--- src/rtl/byte_pair_packer_if.sv ---
// Byte-stream input and FIFO write-port bundle for the byte pair packer.
// The packer connects through the slave modport; the feeder/FIFO side uses master.
interface byte_pair_packer_if #(
   parameter int IN_WIDTH  = 8,
   parameter int OUT_WIDTH = 16
);
   logic [IN_WIDTH-1:0]  in_data;
   logic                 in_valid;
   logic                 in_sof;
   logic                 fifo_wrfull;
   logic [OUT_WIDTH-1:0] fifo_data;
   logic                 fifo_wrreq;

   // in_valid has no ready: every valid byte is taken while the block is enabled.
   // fifo_wrreq is a one-cycle strobe, raised only when fifo_wrfull was low at word completion.
   modport master (
      output in_data, in_valid, in_sof, fifo_wrfull,
      input  fifo_data, fifo_wrreq
   );

   modport slave (
      input  in_data, in_valid, in_sof, fifo_wrfull,
      output fifo_data, fifo_wrreq
   );
endinterface

--- src/rtl/byte_pair_packer.sv ---
// Packs a byte stream MSB-first into 16-bit words for a dual-clock FIFO write port,
// flushing padded half-words on idle timeout or frame start, with drop/frame statistics.
module byte_pair_packer #(
   parameter int IN_WIDTH      = 8,
   parameter int OUT_WIDTH     = 16,
   parameter int FLUSH_TIMEOUT = 1024,
   parameter int PAD_VALUE     = 0,
   parameter int CNT_WIDTH     = 16
) (
   input  logic                 clk,
   input  logic                 reset,
   input  logic                 enable,
   byte_pair_packer_if.slave    bus,
   output logic                 pending,
   output logic [CNT_WIDTH-1:0] frame_count,
   output logic [CNT_WIDTH-1:0] drop_count
);
   localparam int TW = (FLUSH_TIMEOUT > 2) ? $clog2(FLUSH_TIMEOUT) : 1;
   localparam logic [TW-1:0]       TIMER_LAST = TW'(FLUSH_TIMEOUT - 1);
   localparam logic [IN_WIDTH-1:0] PAD        = IN_WIDTH'(PAD_VALUE);

   typedef enum logic {S_EMPTY, S_HALF} state_t;

   state_t                 state_q, state_d;
   logic [IN_WIDTH-1:0]    hold_q, hold_d;
   logic [TW-1:0]          timer_q, timer_d;
   logic [OUT_WIDTH-1:0]   data_q, data_d;
   logic                   wrreq_q, wrreq_d;
   logic [CNT_WIDTH-1:0]   frame_q, frame_d;
   logic [CNT_WIDTH-1:0]   drop_q, drop_d;
   logic                   complete;
   logic [OUT_WIDTH-1:0]   word;
   logic                   accept;

   assign accept = enable & bus.in_valid;

   always_ff @(posedge clk or posedge reset) begin
      if (reset) begin
         state_q <= S_EMPTY;
         hold_q  <= '0;
         timer_q <= '0;
         data_q  <= '0;
         wrreq_q <= 1'b0;
         frame_q <= '0;
         drop_q  <= '0;
      end else begin
         state_q <= state_d;
         hold_q  <= hold_d;
         timer_q <= timer_d;
         data_q  <= data_d;
         wrreq_q <= wrreq_d;
         frame_q <= frame_d;
         drop_q  <= drop_d;
      end
   end

   always_comb begin
      state_d  = state_q;
      hold_d   = hold_q;
      timer_d  = timer_q;
      data_d   = data_q;
      wrreq_d  = 1'b0;
      frame_d  = frame_q;
      drop_d   = drop_q;
      complete = 1'b0;
      word     = '0;

      if (!enable) begin
         state_d = S_EMPTY;
         timer_d = '0;
      end else begin
         case (state_q)
            S_EMPTY: begin
               if (accept) begin
                  hold_d  = bus.in_data;
                  timer_d = '0;
                  state_d = S_HALF;
               end
            end
            S_HALF: begin
               // An arriving byte takes priority over an expiring timer.
               if (accept) begin
                  complete = 1'b1;
                  timer_d  = '0;
                  if (bus.in_sof) begin
                     word   = {hold_q, PAD};
                     hold_d = bus.in_data;
                  end else begin
                     word    = {hold_q, bus.in_data};
                     state_d = S_EMPTY;
                  end
               end else if (timer_q == TIMER_LAST) begin
                  complete = 1'b1;
                  word     = {hold_q, PAD};
                  timer_d  = '0;
                  state_d  = S_EMPTY;
               end else begin
                  timer_d = timer_q + TW'(1);
               end
            end
            default: state_d = S_EMPTY;
         endcase
      end

      if (complete) begin
         if (bus.fifo_wrfull) begin
            if (drop_q != '1) drop_d = drop_q + CNT_WIDTH'(1);
         end else begin
            data_d  = word;
            wrreq_d = 1'b1;
         end
      end

      if (accept && bus.in_sof && (frame_q != '1)) frame_d = frame_q + CNT_WIDTH'(1);
   end

   assign bus.fifo_data  = data_q;
   assign bus.fifo_wrreq = wrreq_q;
   assign pending        = (state_q == S_HALF);
   assign frame_count    = frame_q;
   assign drop_count     = drop_q;
endmodule

--- src/flat_wrapper.sv ---
// flat-port wrapper written by rule: the top's interface ports become plain ports
module byte_pair_packer_flat 
#(
   parameter int IN_WIDTH      = 8,
   parameter int OUT_WIDTH     = 16,
   parameter int FLUSH_TIMEOUT = 1024,
   parameter int PAD_VALUE     = 0,
   parameter int CNT_WIDTH     = 16
)
  (clk, reset, enable, pending, frame_count, drop_count, bus_in_data, bus_in_valid, bus_in_sof, bus_fifo_wrfull, bus_fifo_data, bus_fifo_wrreq);
  byte_pair_packer_if #(.IN_WIDTH(IN_WIDTH), .OUT_WIDTH(OUT_WIDTH)) bus_i ();
  input  logic clk;
  input  logic reset;
  input  logic enable;
  output logic pending;
  output logic [CNT_WIDTH-1:0] frame_count;
  output logic [CNT_WIDTH-1:0] drop_count;
  input wire logic [$bits(bus_i.in_data)-1:0] bus_in_data;
  input wire logic [$bits(bus_i.in_valid)-1:0] bus_in_valid;
  input wire logic [$bits(bus_i.in_sof)-1:0] bus_in_sof;
  input wire logic [$bits(bus_i.fifo_wrfull)-1:0] bus_fifo_wrfull;
  output wire logic [$bits(bus_i.fifo_data)-1:0] bus_fifo_data;
  output wire logic [$bits(bus_i.fifo_wrreq)-1:0] bus_fifo_wrreq;
  assign bus_i.in_data = bus_in_data;
  assign bus_i.in_valid = bus_in_valid;
  assign bus_i.in_sof = bus_in_sof;
  assign bus_i.fifo_wrfull = bus_fifo_wrfull;
  assign bus_fifo_data = bus_i.fifo_data;
  assign bus_fifo_wrreq = bus_i.fifo_wrreq;
  byte_pair_packer #(.IN_WIDTH(IN_WIDTH), .OUT_WIDTH(OUT_WIDTH), .FLUSH_TIMEOUT(FLUSH_TIMEOUT), .PAD_VALUE(PAD_VALUE), .CNT_WIDTH(CNT_WIDTH)) u_core (.clk(clk), .reset(reset), .enable(enable), .bus(bus_i), .pending(pending), .frame_count(frame_count), .drop_count(drop_count));
endmodule
--- config.mk ---
export PLATFORM = sky130hd
export DESIGN_NAME = byte_pair_packer_flat
export DESIGN_NICKNAME = d
export VERILOG_FILES = /design/src/rtl/byte_pair_packer_if.sv /design/src/rtl/byte_pair_packer.sv /design/src/flat_wrapper.sv
export SDC_FILE = /design/constraint.sdc
export NUM_CORES = 1
export LEC_CHECK = 0
export CAP_MARGIN = 20
export CORE_MARGIN = 5
export CORE_UTILIZATION = 35
export CTS_CLUSTER_SIZE = 30
export DETAILED_ROUTE_END_ITERATION = 8
export PLACE_DENSITY = 0.57
export SYNTH_ARGS = -nofsm -noshare
export SYNTH_HDL_FRONTEND = slang
export SYNTH_SLANG_ARGS = --single-unit
--- constraint.sdc ---
create_clock -name clk -period 6.1 [get_ports clk]
set_clock_uncertainty 0.15 [all_clocks]
set_input_delay 1.83 -clock clk [delete_from_list [all_inputs] [get_ports clk]]
set_output_delay 1.83 -clock clk [all_outputs]
set_load 0.05 [all_outputs]
**Word-level counts from Yosys, hierarchy flattened**

Cells that the tools add are included.

- $lt $le $gt $ge: 0
- Equal/unequal tests: 7
- Reduce and logical (&&, ||, !) cells: 5
- Multiply operators: 0
- Add/sub/neg operators: 3
- Bitwise gates (word level): 3
- Div/mod/pow operators: 0
- Shift-type cells: 0
- Muxes and demuxes: 26

Operator list:

| operator | count |
|---|---|
| $mux W16 | 4 |
| $mux W10 | 4 |
| $add A16 B1 Y16 const B | 2 |
| $mux W8 | 4 |
| $ne A16 B16 Y1 const B | 2 |
| $pmux W10 S2 | 1 |
| $pmux W8 S2 | 1 |
| $mux W1 | 11 |
| $add A10 B1 Y10 const B | 1 |
| $eq A10 B10 Y1 const B | 1 |
| $ne A2 B2 Y1 const B | 2 |
| $reduce_and A4 Y1 | 1 |
| $ne A3 B2 Y1 const B | 1 |
| $reduce_and A3 Y1 | 1 |
| $logic_and A1 B1 Y1 | 2 |
| $ne A2 B1 Y1 const B | 1 |
| $not A1 Y1 | 2 |
| $pmux W1 S2 | 1 |
| $reduce_and A2 Y1 | 1 |
| $and A1 B1 Y1 | 1 |

- Memories: 0
- Logic and storage cells: 51
- Memory bits (read-only): 0
- Bits in registers: 68
- Output and inout bits: 50
- Memory bits (writable): 0
- Input bits: 14
- Latch bits: 0

**Longest topological paths before layout**

- Word-level depth: 6
- Depth in mapped cells: 9
- Gate-level depth less buffers: 7

**Worst setup path before layout**

OpenSTA, ideal clock, no wires.

- Path kind: input-to-reg
- Start: input port bus_in_sof
- End: register u_core.frame_q[12], in the netlist u_core.frame_count[12]
- Data required time: 5807 ps
- Arrival: 2783 ps
- Setup time: 143 ps
- Path buffers: 0
- Cell stages on the path: 5
- Path slack: 3024 ps
- Path through: and4_1 nand3_1 nor3b_1 nand3_1 xnor2_1

- Longest elaborated chain between the ends: 2

Ends and longest elaborated chain:

| what | RTL line | RTL |
|---|---|---|
| from (decl) | flat_wrapper.sv:20 | `input wire logic [$bits(bus_i.in_sof)-1:0] bus_in_sof;` |
| $logic_and A1 B1 Y1 (2 in series) | byte_pair_packer.sv:114 | `if (accept && bus.in_sof && (frame_q != '1)) frame_d = frame_q + CNT_WIDTH'(1);` |
| to (signal assigned) | byte_pair_packer.sv:52 | `frame_q <= frame_d;` |
| to (decl) | byte_pair_packer.sv:29 | `logic [CNT_WIDTH-1:0] frame_q, frame_d;` |

Every way passes these cells.
A chain may end at the register's enable or synchronous reset.

**Worst setup path in the final report**

- Start: register u_core.state_q, in the netlist u_core.pending
- End: output port pending

RTL lines:

| what | RTL line | RTL |
|---|---|---|
| from (decl) | byte_pair_packer.sv:24 | `state_t state_q, state_d;` |
| from (signal assigned) | byte_pair_packer.sv:47 | `state_q <= state_d;` |
| to (decl) | flat_wrapper.sv:15 | `output logic pending;` |

No word-level cell between the ends.

==> flow_summary.yaml <==
outcome:
  outcome: "finished, final reports clean"
logic_synthesis:
  yosysTopAreaCell: "dfrtp_1"
  synth_seq_cells: 68
  syn-instance-count: 298
  yosysUniqueCellTypes: 42
  synth_flop_cell: "dfrtp_1"
  avgSynthCellArea_um2: 10.5
  ys_seq_area_share_pct: 54.6
  mappedNetlistArea_um2: 3110
  synth_warnings: 0
  synth_top_area_share_pct: 54.6
  synth_nets: 315
  yosys-top-cells-area: "dfrtp_1 (55%), nand2_1 (8.1%), xnor2_1 (6.2%)"
  synth_edf_count: 0
  async_flop_share_pct: 100
place:
  port_buffers: 63
  place_ws_ps: 2130
  place_congestion: 0.776
  post-dp-hpwl_um: 4950
pwr:
  power.density_nw_per_um2: 330
  vdd_drop_max_uv: 201
  p_sw_uw: 458
  p_comb_share_pct: 24.9
  clkPwrFrac_pct: 34.0
  power.internal_uw: 892
  power.total_uw: 1350
  sw_frac_of_total_pct: 33.9
  power_leakage_uw: 0.00176
  seq_power_share_pct: 41.0
sta:
  grt_setup_unrepaired: "false"
  period_share_pct: 61.7
  holdWs_ps: 313
  slew_viol_final: 0
  period_minus_slack_ps: 3760
  fin_ws_ps: 2340
  hold_viol: 0
  finalSetupViolCount: 0
  tightest_slew_ps: 1090
  final.setup.tns_ps: 0
  slew_headroom_pct: 26.8
  max_freq_mhz: 266
worst_setup_path:
  worstReg2RegEnd: "u_core.bus.fifo_data[5]"
  critPathMaxFanout: 10
  reg2reg_slack_ps: 3670
  ff2ff_path_depth: 7
  max_stage_delay_ps: 890
  cp-end-kind: "primary output"
  cp-start-kind: "flop"
  r2r_start: "u_core.timer_q[0]"
  crit_type: "flop to primary output"
  required_ps: 4120
  crit_slowest_cell: "clkdlybuf4s50_1"
  arrival_ps: 1780
  crit_chain: "clkdlybuf4s50_1"
  cpLargestDelayFamily: "buffers and inverters"
  path_buf_inv: 1
route:
  dr.pass1.iters: 4
  drt-initial-drc-count: 66
  m1WireLength_um: 3170
  dr.max_layer_used: "met4"
  avgRoutedWirePerCell_um: 14.1
  finalWirelength_um: 6780
  met3_length_um: 255
  post-route-drc-count: 0
  avgViaCountPerCell: 4.96
  vias: 2393
  route.met2.wl_um: 3240
  postRouteAntennaNets: 0
die:
  die_w_um: 104
  io_pins: 64
  core-area_um2: 8680
  rows: 34
  die_area_um2: 10900
  start_util_pct: 35.9
  fp.dieH_um: 104
clock_network:
  numClockSinks: 68
  insertion_delay_ps: 350
  ctsResizeCount: 0
  cts.clk_slew.worst_paths_ps: 80
  cts_buffers: 9
  cts_tree: "built"
  ctsHoldBuffers: 0
  post-cts-setup-buffers: 0
  htree_levels: 3
  clockBufferDepth: 2
  cts_root_buf: "clkbuf_8"
worst_hold_path:
  min-delay-start: "u_core.hold_q[2]"
  hp-class: "flop to flop"
  min_delay_path_depth: 2
  holdPathEnd: "u_core.bus.fifo_data[10]"
global_route:
  antenna_found_initial: 0
  gr-usage-all-layers_pct: 13.2
  grt_pass1_vias: 2428
  grt_pass1_wl_um: 11700
  gr-total-overflow: 0
  grt_max_degree: 37
finish:
  synthToLayoutAreaGrowth_pct: 31.5
  num_antenna_cells: 0
  final_common_cell: "dfrtp_1"
  fill_cells: 846
  fin_util_pct: 47.2
  drive_above_1_share_pct: 9.63
  final_cell_mix: "dfrtp_1 (68), nand2_1 (67), clkdlybuf4s50_1 (63)"
  nets: 386
  seqCellArea_um2: 1700
  multi_input_area_um2: 1340
job:
  cap_violations: 0
==> per-layer routing <==
layer / track usage (%) / vias up
met3: 3.79 / 10
met4: 5.00 / 0
met5: 0 / -
li1: - / 1170
met1: 17.3 / 1173
met2: 20.6 / 40
==> synth_stat cells, types with 2 or more instances <==
master	n
a21oi_1	3
and2_1	2
and3_1	5
and4_1	4
buf_2	2
dfrtp_1	68
ha_1	3
inv_1	6
mux2_1	3
mux2_2	9
nand2_1	67
nand2b_1	5
nand3_1	22
nand4_1	13
nor2_1	18
nor3_1	8
nor4_2	3
o21a_1	2
o21ai_0	6
xnor2_1	22
xor2_1	6
==> power by group through the flow <==
stage	clock [uW]	sequential, uW	combinational [uW]
after floorplan	0	699	78.4
after global placement	0	563	338
after detailed placement	0	564	341
after CTS	473	556	342
after global routing	490	564	358
final	460	554	337
==> registers in the layout (all words and copies together), names as in the netlist <==
name / count
u_core.drop_count: 16
u_core.bus.fifo_data: 16
u_core.timer_q: 10
u_core.bus.fifo_wrreq: 1
u_core.pending: 1
u_core.hold_q: 8
u_core.frame_count: 16
==> through the flow <==
stage	std cells	cell area [um2]
final	482	4090
after global routing	482	4090
after CTS	482	4090
after detailed placement	466	3850
after global placement	466	3850
after floorplan	298	3110
==> layout make-up <==
cell class / count / share of cell area [%]
Timing Repair Buffer: 64 / 15.6
Tap cell: 108 / 3.30
Clock buffer: 9 / 3.03
Sequential cell: 68 / 41.6
Clock inverter: 7 / 3.03
Inverter: 7 / 0.764
Multi-Input combinational cell: 219 / 32.7
==> worst max-delay path by stage <==
stage              startpoint  cells after the start  slack, ps                       to
2_1_floorplan           reset                      1       2410  u_core.bus.fifo_data[0]
3_3_place_gp     bus_in_valid                      6       2160  u_core.bus.fifo_data[4]
3_5_place_dp     bus_in_valid                      6       2130  u_core.bus.fifo_data[5]
4_1_cts        u_core.pending                      1       2300                  pending
5_1_grt        u_core.pending                      1       2280                  pending
6_report       u_core.pending                      1       2340                  pending
==> kinds of logic after synthesis <==
kind of cell / count (synthesis) / synth area share [%]
compound gates: 19 / 4.50
xor+xnor: 28 / 7.87
fa+ha+maj: 3 / 1.21
buf+inv: 11 / 2.33
flops: 68 / 54.6
mux: 13 / 4.66
simple gates: 156 / 24.8
Power figures use the tool's default switching activity.
